<file path="config.mk">
export PLATFORM = sky130hd
export DESIGN_NAME = uart_debug_ctrl
export DESIGN_NICKNAME = d
export VERILOG_FILES = /design/src/rtl/uart_debug_ctrl.sv
export SDC_FILE = /design/constraint.sdc
export NUM_CORES = 1
export LEC_CHECK = 0
export CAP_MARGIN = 20
export CORE_MARGIN = 2
export CORE_UTILIZATION = 26
export DETAILED_ROUTE_END_ITERATION = 6
export GPL_ROUTABILITY_DRIVEN = 0
export PLACE_DENSITY_LB_ADDON = 0.3
export SLEW_MARGIN = 40
export SYNTH_ARGS = -nofsm -noshare
export SYNTH_HDL_FRONTEND = slang
export SYNTH_SLANG_ARGS = --single-unit
</file>
<file path="constraint.sdc">
create_clock -name clk -period 5.8 [get_ports clk]
set_input_delay 1.16 -clock clk [delete_from_list [all_inputs] [get_ports clk]]
set_output_delay 1.16 -clock clk [all_outputs]
set_load 0.01 [all_outputs]
</file>
<file path="src/rtl/uart_debug_ctrl.sv">
// UART-driven debug controller: decodes step/run/halt/dump commands, gates the
// pipeline clock and streams a frozen snapshot of the debug words into the tx FIFO.
module uart_debug_ctrl #(
    parameter int         NUM_WORDS  = 8,
    parameter int         WORD_BYTES = 4,
    parameter int         SETTLE_CYC = 2,
    parameter logic [7:0] DUMP_HDR   = 8'h42,
    parameter logic [7:0] CMD_STEP   = 8'h41,
    parameter logic [7:0] CMD_RUN    = 8'h52,
    parameter logic [7:0] CMD_HALT   = 8'h48,
    parameter logic [7:0] CMD_DUMP   = 8'h44
) (
    input  logic                                clk,
    input  logic                                rst,
    input  logic [7:0]                          rx_data,
    input  logic                                rx_data_rdy,
    input  logic [NUM_WORDS*WORD_BYTES*8-1:0]   dbg_words,
    input  logic                                pipe_done,
    input  logic                                fifo_full,
    output logic [7:0]                          fifo_din,
    output logic                                fifo_wr_en,
    output logic                                pipe_clk_en,
    output logic                                busy,
    output logic                                cmd_err
);

    localparam int TOTAL_BITS = NUM_WORDS * WORD_BYTES * 8;
    localparam int BYTE_W     = (WORD_BYTES > 1) ? $clog2(WORD_BYTES) : 1;
    localparam int WORD_W     = (NUM_WORDS > 1) ? $clog2(NUM_WORDS) : 1;
    localparam int SET_W      = (SETTLE_CYC > 1) ? $clog2(SETTLE_CYC) : 1;

    localparam logic [BYTE_W-1:0] BYTE_LAST = BYTE_W'(WORD_BYTES - 1);
    localparam logic [WORD_W-1:0] WORD_LAST = WORD_W'(NUM_WORDS - 1);
    localparam logic [SET_W-1:0]  SET_LAST  = SET_W'(SETTLE_CYC - 1);

    typedef enum logic [2:0] {
        S_IDLE, S_STEP, S_SETTLE, S_SNAP, S_HDR, S_DUMP, S_RUN
    } state_t;

    state_t                  state_q, state_d;
    logic                    rx_rdy_q, rx_rdy_d;
    logic [SET_W-1:0]        settle_cnt_q, settle_cnt_d;
    logic [BYTE_W-1:0]       byte_cnt_q, byte_cnt_d;
    logic [WORD_W-1:0]       word_cnt_q, word_cnt_d;
    logic [TOTAL_BITS-1:0]   snap_q, snap_d;

    logic                    cmd_fire;
    logic [31:0]             dump_shift;

    // Only a fresh rising edge of the receiver's valid counts as a command.
    assign cmd_fire   = rx_data_rdy & ~rx_rdy_q & ~rst;
    assign dump_shift = (32'(word_cnt_q) * 32'(WORD_BYTES) + 32'(byte_cnt_q)) << 3;

    always_ff @(posedge clk) begin
        if (rst) begin
            state_q      <= S_IDLE;
            rx_rdy_q     <= 1'b0;
            settle_cnt_q <= '0;
            byte_cnt_q   <= '0;
            word_cnt_q   <= '0;
            snap_q       <= '0;
        end else begin
            state_q      <= state_d;
            rx_rdy_q     <= rx_rdy_d;
            settle_cnt_q <= settle_cnt_d;
            byte_cnt_q   <= byte_cnt_d;
            word_cnt_q   <= word_cnt_d;
            snap_q       <= snap_d;
        end
    end

    always_comb begin
        state_d      = state_q;
        rx_rdy_d     = rx_data_rdy;
        settle_cnt_d = settle_cnt_q;
        byte_cnt_d   = byte_cnt_q;
        word_cnt_d   = word_cnt_q;
        snap_d       = snap_q;
        fifo_din     = 8'h00;
        fifo_wr_en   = 1'b0;
        pipe_clk_en  = 1'b0;
        cmd_err      = 1'b0;
        busy         = (state_q != S_IDLE);

        case (state_q)
            S_IDLE: begin
                if (cmd_fire) begin
                    case (rx_data)
                        CMD_STEP: state_d = S_STEP;
                        CMD_RUN:  state_d = S_RUN;
                        CMD_DUMP: state_d = S_SNAP;
                        CMD_HALT: state_d = S_IDLE;
                        default:  cmd_err = 1'b1;
                    endcase
                end
            end
            S_STEP: begin
                pipe_clk_en = 1'b1;
                cmd_err     = cmd_fire;
                state_d     = S_SETTLE;
            end
            S_SETTLE: begin
                cmd_err = cmd_fire;
                if (settle_cnt_q == SET_LAST) begin
                    settle_cnt_d = '0;
                    state_d      = S_SNAP;
                end else begin
                    settle_cnt_d = settle_cnt_q + 1'b1;
                end
            end
            S_SNAP: begin
                cmd_err = cmd_fire;
                snap_d  = dbg_words;
                state_d = S_HDR;
            end
            S_HDR: begin
                cmd_err  = cmd_fire;
                fifo_din = DUMP_HDR;
                if (!fifo_full) begin
                    fifo_wr_en = 1'b1;
                    state_d    = S_DUMP;
                end
            end
            S_DUMP: begin
                cmd_err  = cmd_fire;
                fifo_din = 8'(snap_q >> dump_shift);
                // Counters only advance on an accepted byte, so back-pressure never drops or repeats data.
                if (!fifo_full) begin
                    fifo_wr_en = 1'b1;
                    if (byte_cnt_q == BYTE_LAST) begin
                        byte_cnt_d = '0;
                        if (word_cnt_q == WORD_LAST) begin
                            word_cnt_d = '0;
                            state_d    = S_IDLE;
                        end else begin
                            word_cnt_d = word_cnt_q + 1'b1;
                        end
                    end else begin
                        byte_cnt_d = byte_cnt_q + 1'b1;
                    end
                end
            end
            S_RUN: begin
                pipe_clk_en = 1'b1;
                if (cmd_fire && (rx_data != CMD_HALT) && (rx_data != CMD_RUN)) begin
                    cmd_err = 1'b1;
                end
                // A halt command and pipe_done together still make a single transition.
                if ((cmd_fire && (rx_data == CMD_HALT)) || pipe_done) begin
                    state_d = S_SETTLE;
                end
            end
            default: state_d = S_IDLE;
        endcase
    end

endmodule

</file>
==> results.md <==
- Clock Sinks: 266
- Worst-path maximum fanout: 31
- CTS root buf: clkbuf_16
- Minimum clock period: 4910 ps
- Commonest non-fill, non-tap cell in the layout: nand2_1
- Clk_skew: 12.0 ps
- Antenna viol nets, final: 0
- Initial Utilization: 26.2%
- Layout area overhead: 37.7%
- Largest area contributor in the synthesized netlist: dfxtp_1
- Avg Cell Area, Syn: 8.39 µm²
- Number of synthesized flops with an enable pin: 0
- Setup-failing EPs final: 0
- Num CTS Buffers: 31
- FMAX: 0.204 GHz
- Critical path class: register to output port
- All-Layer GR Usage: ~17%
- Status: completed
- Synth Register Bits: 266
- Share of flip-flops with an asynchronous set or reset: 0%
- Drt via density: 4.72
- Final worst-path cycle share: 84.7%
- FP Rows: 77
- Sequential area share after synthesis: 46.1%
- Synthesized area: 11,500 µm²
- CTS Hold Buffers Added: 0
- Max-slew headroom: 47.9%
- Worst-Margin Slew: 782 ps
- Setup crit start kind: register
- Synth Instances: 1,376
- Core region area: roughly 44,000 µm²
- Hold Violations, Final: 0
- Clock insertion delay at the later pin of the skew report: 550 ps
- Distinct cells, synth: 52
- Switching Power: 0.874 mW
- Worst r2r path cells: 5
- Via count: 10,384
- Power per Cell Area: 261 nW/µm²
- Fin. max-slew vios: 0
- Leakage: 5.08 nW
- Flop-to-flop setup slack: between 3000 and 4000 ps
- M3 GR Usage: under 10%
- Fin Setup TNS: 0 ps
- Pwr Total: 4.15 mW
- Hold-critical path depth: 2
- # IOs: 281
- Switching share of power: between 20% and 30%
- GRT Residual Overflow: 0
- Yosys warns: 0
- CTS H-Tree Depth: 1
- Int Pwr: 3.27 mW
- Peak VDD IR: 0.148 mV
- DP Wirelength: roughly 29,000 µm
- Residual DRC: 0
- Layout Nets: around 1,900
- Worst-path clk slew: roughly 60 ps
- Clock buffer depth: 3
- DRT Wirelength: 39,800 µm
- GRT met1 Usage: 22.8%
- Most common flop cell mapped by yosys: dfxtp_1
- Die height: 215 µm
- Post-CTS Resized: 0
- Crit path arrival time: 3750 ps
- First-pass GRT wire length: approximately 60,000 µm
- GRT busiest layer: met2
- Die Wd: 215 µm
- Clock power frac: 50.2%
- WL/cell: between 15 and 20 µm
- RSZ-0062 raised after global routing: false
- Share of layout cells above drive strength 1: 7.77%
- Post-synthesis net count: approximately 1,600
- Crit end category: output port
- Number of global-route vias before repair: 10,246
- Number of I/O port buffers: 280
- Post-synth top area share: 46.1%
- Sequential fraction of design power: 44.1%
- HP Class: register to register
- Largest net degree at the start of global routing: 133
- Detailed Routing Iterations Pass 1: 5
- Synth top area cells: dfxtp_1 46%, nand2_1 17%, a21oi_1 11%
- Worst endpoint required time: 4640 ps
- Setup Buffers After CTS: 0
- Met2 usage: 27.0%
- Combinational power share: 5.8%
- Initial antenna violation count: 1
- Commonest cells after routing, fill and taps aside: 525 x nand2_1, 279 x clkdlybuf4s50_1, 264 x a21oi_1
- CTS tree: built
- DRT iter0 DRCs: 794
- Die area: 46,100 µm²
- Max_cap viols: 0
## registers in the layout, indices dropped and copies added, names as in the netlist
signal	flops
byte_cnt_q	2
rx_rdy_q	1
settle_cnt_q	1
snap_q	256
state_q	3
word_cnt_q	3
## path summary, 6_finish.rpt
path | end | start
setup reg to reg | snap_q[73]$_SDFFE_PP0N_ | state_q[0]$_SDFFE_PP0P_
hold reg to reg | snap_q[52]$_SDFFE_PP0N_ | snap_q[52]$_SDFFE_PP0N_
hold / removal | snap_q[52]$_SDFFE_PP0N_ | snap_q[52]$_SDFFE_PP0N_
setup / recovery | fifo_din[2] | byte_cnt_q[1]$_SDFFE_PP0P_
## worst max-delay path, stage by stage, from the launching register on
cell	delay, ps
dfxtp_2	830
clkinv_1	810
mux2i_1	270
a221o_1	410
a31oi_1	280
clkdlybuf4s50_1	590
## logic make-up after synthesis
logic type | count (synthesis) | share of synthesized area, %
adder cells (fa/ha/maj) | 3 | 0.325
AO/OA/AOI/OAI | 320 | 15.1
buffers and inverters | 116 | 4.51
XOR/XNOR | 2 | 0.152
multiplexers | 91 | 14.1
AND/OR/NAND/NOR | 578 | 19.7
flip-flops | 266 | 46.1
## cell usage after synthesis (2+ instances only)
master	n
nand2_1	525
dfxtp_1	266
a21oi_1	264
clkbuf_1	88
mux4_2	44
mux2i_1	33
nor2_1	23
o21ai_0	14
mux4_1	10
buf_1	9
a31oi_1	7
a221o_1	6
a221oi_1	6
a22oi_1	6
buf_2	6
buf_4	5
nor2b_1	5
mux2_2	4
nor3b_1	4
ha_1	3
nand2b_1	3
nand3_1	3
a2bb2oi_1	2
and3_1	2
and3b_1	2
and4_1	2
buf_12	2
buf_6	2
inv_1	2
o2111a_1	2
o22ai_1	2
o32a_1	2
or2_2	2
or3_1	2
## layout make-up
class	count	area [µm²]
Antenna cell	1	2.50
Clock buffer	37	860
Clock inverter	18	244
Fill cell	4530	28100
Inverter	3	11.3
Multi-Input combinational cell	994	5720
Sequential cell	266	5340
Tap cell	592	741
Timing Repair Buffer	291	2980
## routing by layer
metal / part of all wire (%) / wire length (µm)
met1: 45 / 18100
met2: 46 / 18500
met3: 5.8 / 2330
met4: 2.4 / 947
met5: 0 / 0
## per-stage QoR
stage	instance area, µm²	hold slack (ps)	utilization, %	worst slack, ps	cells
6_report	15900	448	36.1	888	2202
5_1_grt	15900	461	36.1	729	2202
4_1_cts	15900	452	36.1	774	2201
3_5_place_dp	14800	444	33.6	1310	2146
3_3_place_gp	14700	439	33.4	1410	2143
2_1_floorplan	11500	432	-	2430	1376
## power by group through the flow
| stage | combinational (mW) | clock, mW | sequential [mW] |
|---|---|---|---|
| after global routing | 0.253 | 2.20 | 1.83 |
| final | 0.239 | 2.08 | 1.83 |
| after CTS | 0.240 | 2.13 | 1.83 |
| after floorplan | 0.0350 | 0 | 1.87 |
| after detailed placement | 0.238 | 0 | 1.87 |
| after global placement | 0.235 | 0 | 1.87 |
No activity file was read; power rests on OpenSTA's default activity.
==> RTL edit, RTL diff (config.mk and constraints unchanged) <==
Make the reset (`rst`) asynchronous in one clocked block.
--- a/src/rtl/uart_debug_ctrl.sv
+++ b/src/rtl/uart_debug_ctrl.sv
@@ -53,3 +53,3 @@
 
-    always_ff @(posedge clk) begin
+    always_ff @(posedge clk or posedge rst) begin
         if (rst) begin
Behaviour: differs if rst is asserted again (counterexample within 4 cycles, from zero or initial values and one cycle with rst high); with rst held inactive, the same outputs for 4 cycles.
==> RTL edit against the unedited design <==
Non-clock buffer count grew 5. Die area is 4.9% higher. Setup slack better by 150 ps. Maximum frequency increased by 3.2%. Clock skew is 3.2 ps lower. Wire length decreased by 11%. Critical endpoint is now fifo_din[3]. Sequential cell count unchanged. Design area rose by 4.3%. First-iteration DRC count shrank 43%. Synthesized area is 5.0% higher.
Power is not compared: it rests on default switching activity, and its combinational part moved more than twofold at a synthesized area within 25%.
==> RTL edit: results (changes against the unedited design) <==
stage	metric	value	unit	change
synth	Mapped Cells	773		was 1376
global_routing	GR met1 Demand/Resource	19.40	%	was 22.75%
synth	largest cells by area after synthesis	dfrtp_1 55%, mux2_2 24%, mux4_2 11%		was dfxtp_1 46%, nand2_1 17%, a21oi_1 11%
placement	dpl cells	1622		was 2146
detailed_routing	detailed-route via count	7636		was 10380
worst_setup_path	Worst Setup SP	byte_cnt_q[0]		was byte_cnt_q[1]
min_path	Min-Delay Endpoint	settle_cnt_q		was snap_q[52]
synth	Yosys cell types	40		was 52
worst_setup_path	reg-to-reg endpoint	state_q[0]		was snap_q[73]
detailed_routing	Routed met2 length	16.41	mm	was 18.46 mm
worst_setup_path	R2R Path Start	word_cnt_q[0]		was state_q[0]
min_path	hold path startpoint	settle_cnt_q		was snap_q[52]
worst_setup_path	setup slack, reg-to-reg	3180	ps	was 3320 ps
detailed_routing	Top Metal Used	met5		was met4
detailed_routing	drt pass-1 iters	4		was 5
synth	Compound-Gate Fraction of Synth Area	3.180	%	was 15.13%
global_routing	first-pass GRT wire length	52.53	mm	was 60.24 mm
worst_setup_path	crit-path max FO	30		was 31
detailed_routing	met1 WL	15.50	mm	was 18.07 mm
worst_setup_path	Arr. time, crit path	3600	ps	was 3750 ps
synth	synth cell count leaders	266 x dfrtp_1, 261 x mux2_2, 60 x mux4_2		was 525 x nand2_1, 266 x dfxtp_1, 264 x a21oi_1
global_routing	initial antenna violation count	10		was 1
synth	Seq/Total Area, Yosys	54.92	%	was 46.12%
detailed_routing	DR vias/cell	4.553		was 4.716
placement	Detailed Place HPWL	25.73	mm	was 29.02 mm
synth	area share of xor/xnor cells in the synthesized design	0.1445	%	was 0.1517%
run_status	status	complete, no violations		unchanged
timing	skew final	8.789	ps	was 11.96 ps
[RTL edit: cell count changes after synthesis, moves of 11 or more]
cell	unedited run	this run
a21oi_1	264	13
mux4_2	44	60
nand2_1	525	14
buf_2	6	30
mux2i_1	33	21
a22oi_1	6	24
o21ai_0	14	2
dfrtp_1	0	266
dfxtp_1	266	0
clkbuf_1	88	15
nor2_1	23	12
mux2_2	4	261
[RTL edit: layout make-up]
type,count,area [um2]
fill,4475,29680
sequential,266,6664
multi-input combinational,451,5184
timing repair buffer,296,3013
clock buffer,47,895.9
tap,607,759.5
clock inverter,2,37.54
inverter,3,15.01
antenna,5,12.51
[RTL edit: metrics by stage]
stage          util, %  instance area (um2)  setup slack [ps]  hold WS, ps
2_1_floorplan        -                12120              1129        447.3
3_5_place_dp     33.73                15600              1463        469.3
3_3_place_gp     33.68                15580              1514        468.6
4_1_cts          35.75                16540             917.0        479.1
5_1_grt          35.82                16570             798.3        507.0
6_report         35.84                16580              1041        475.0
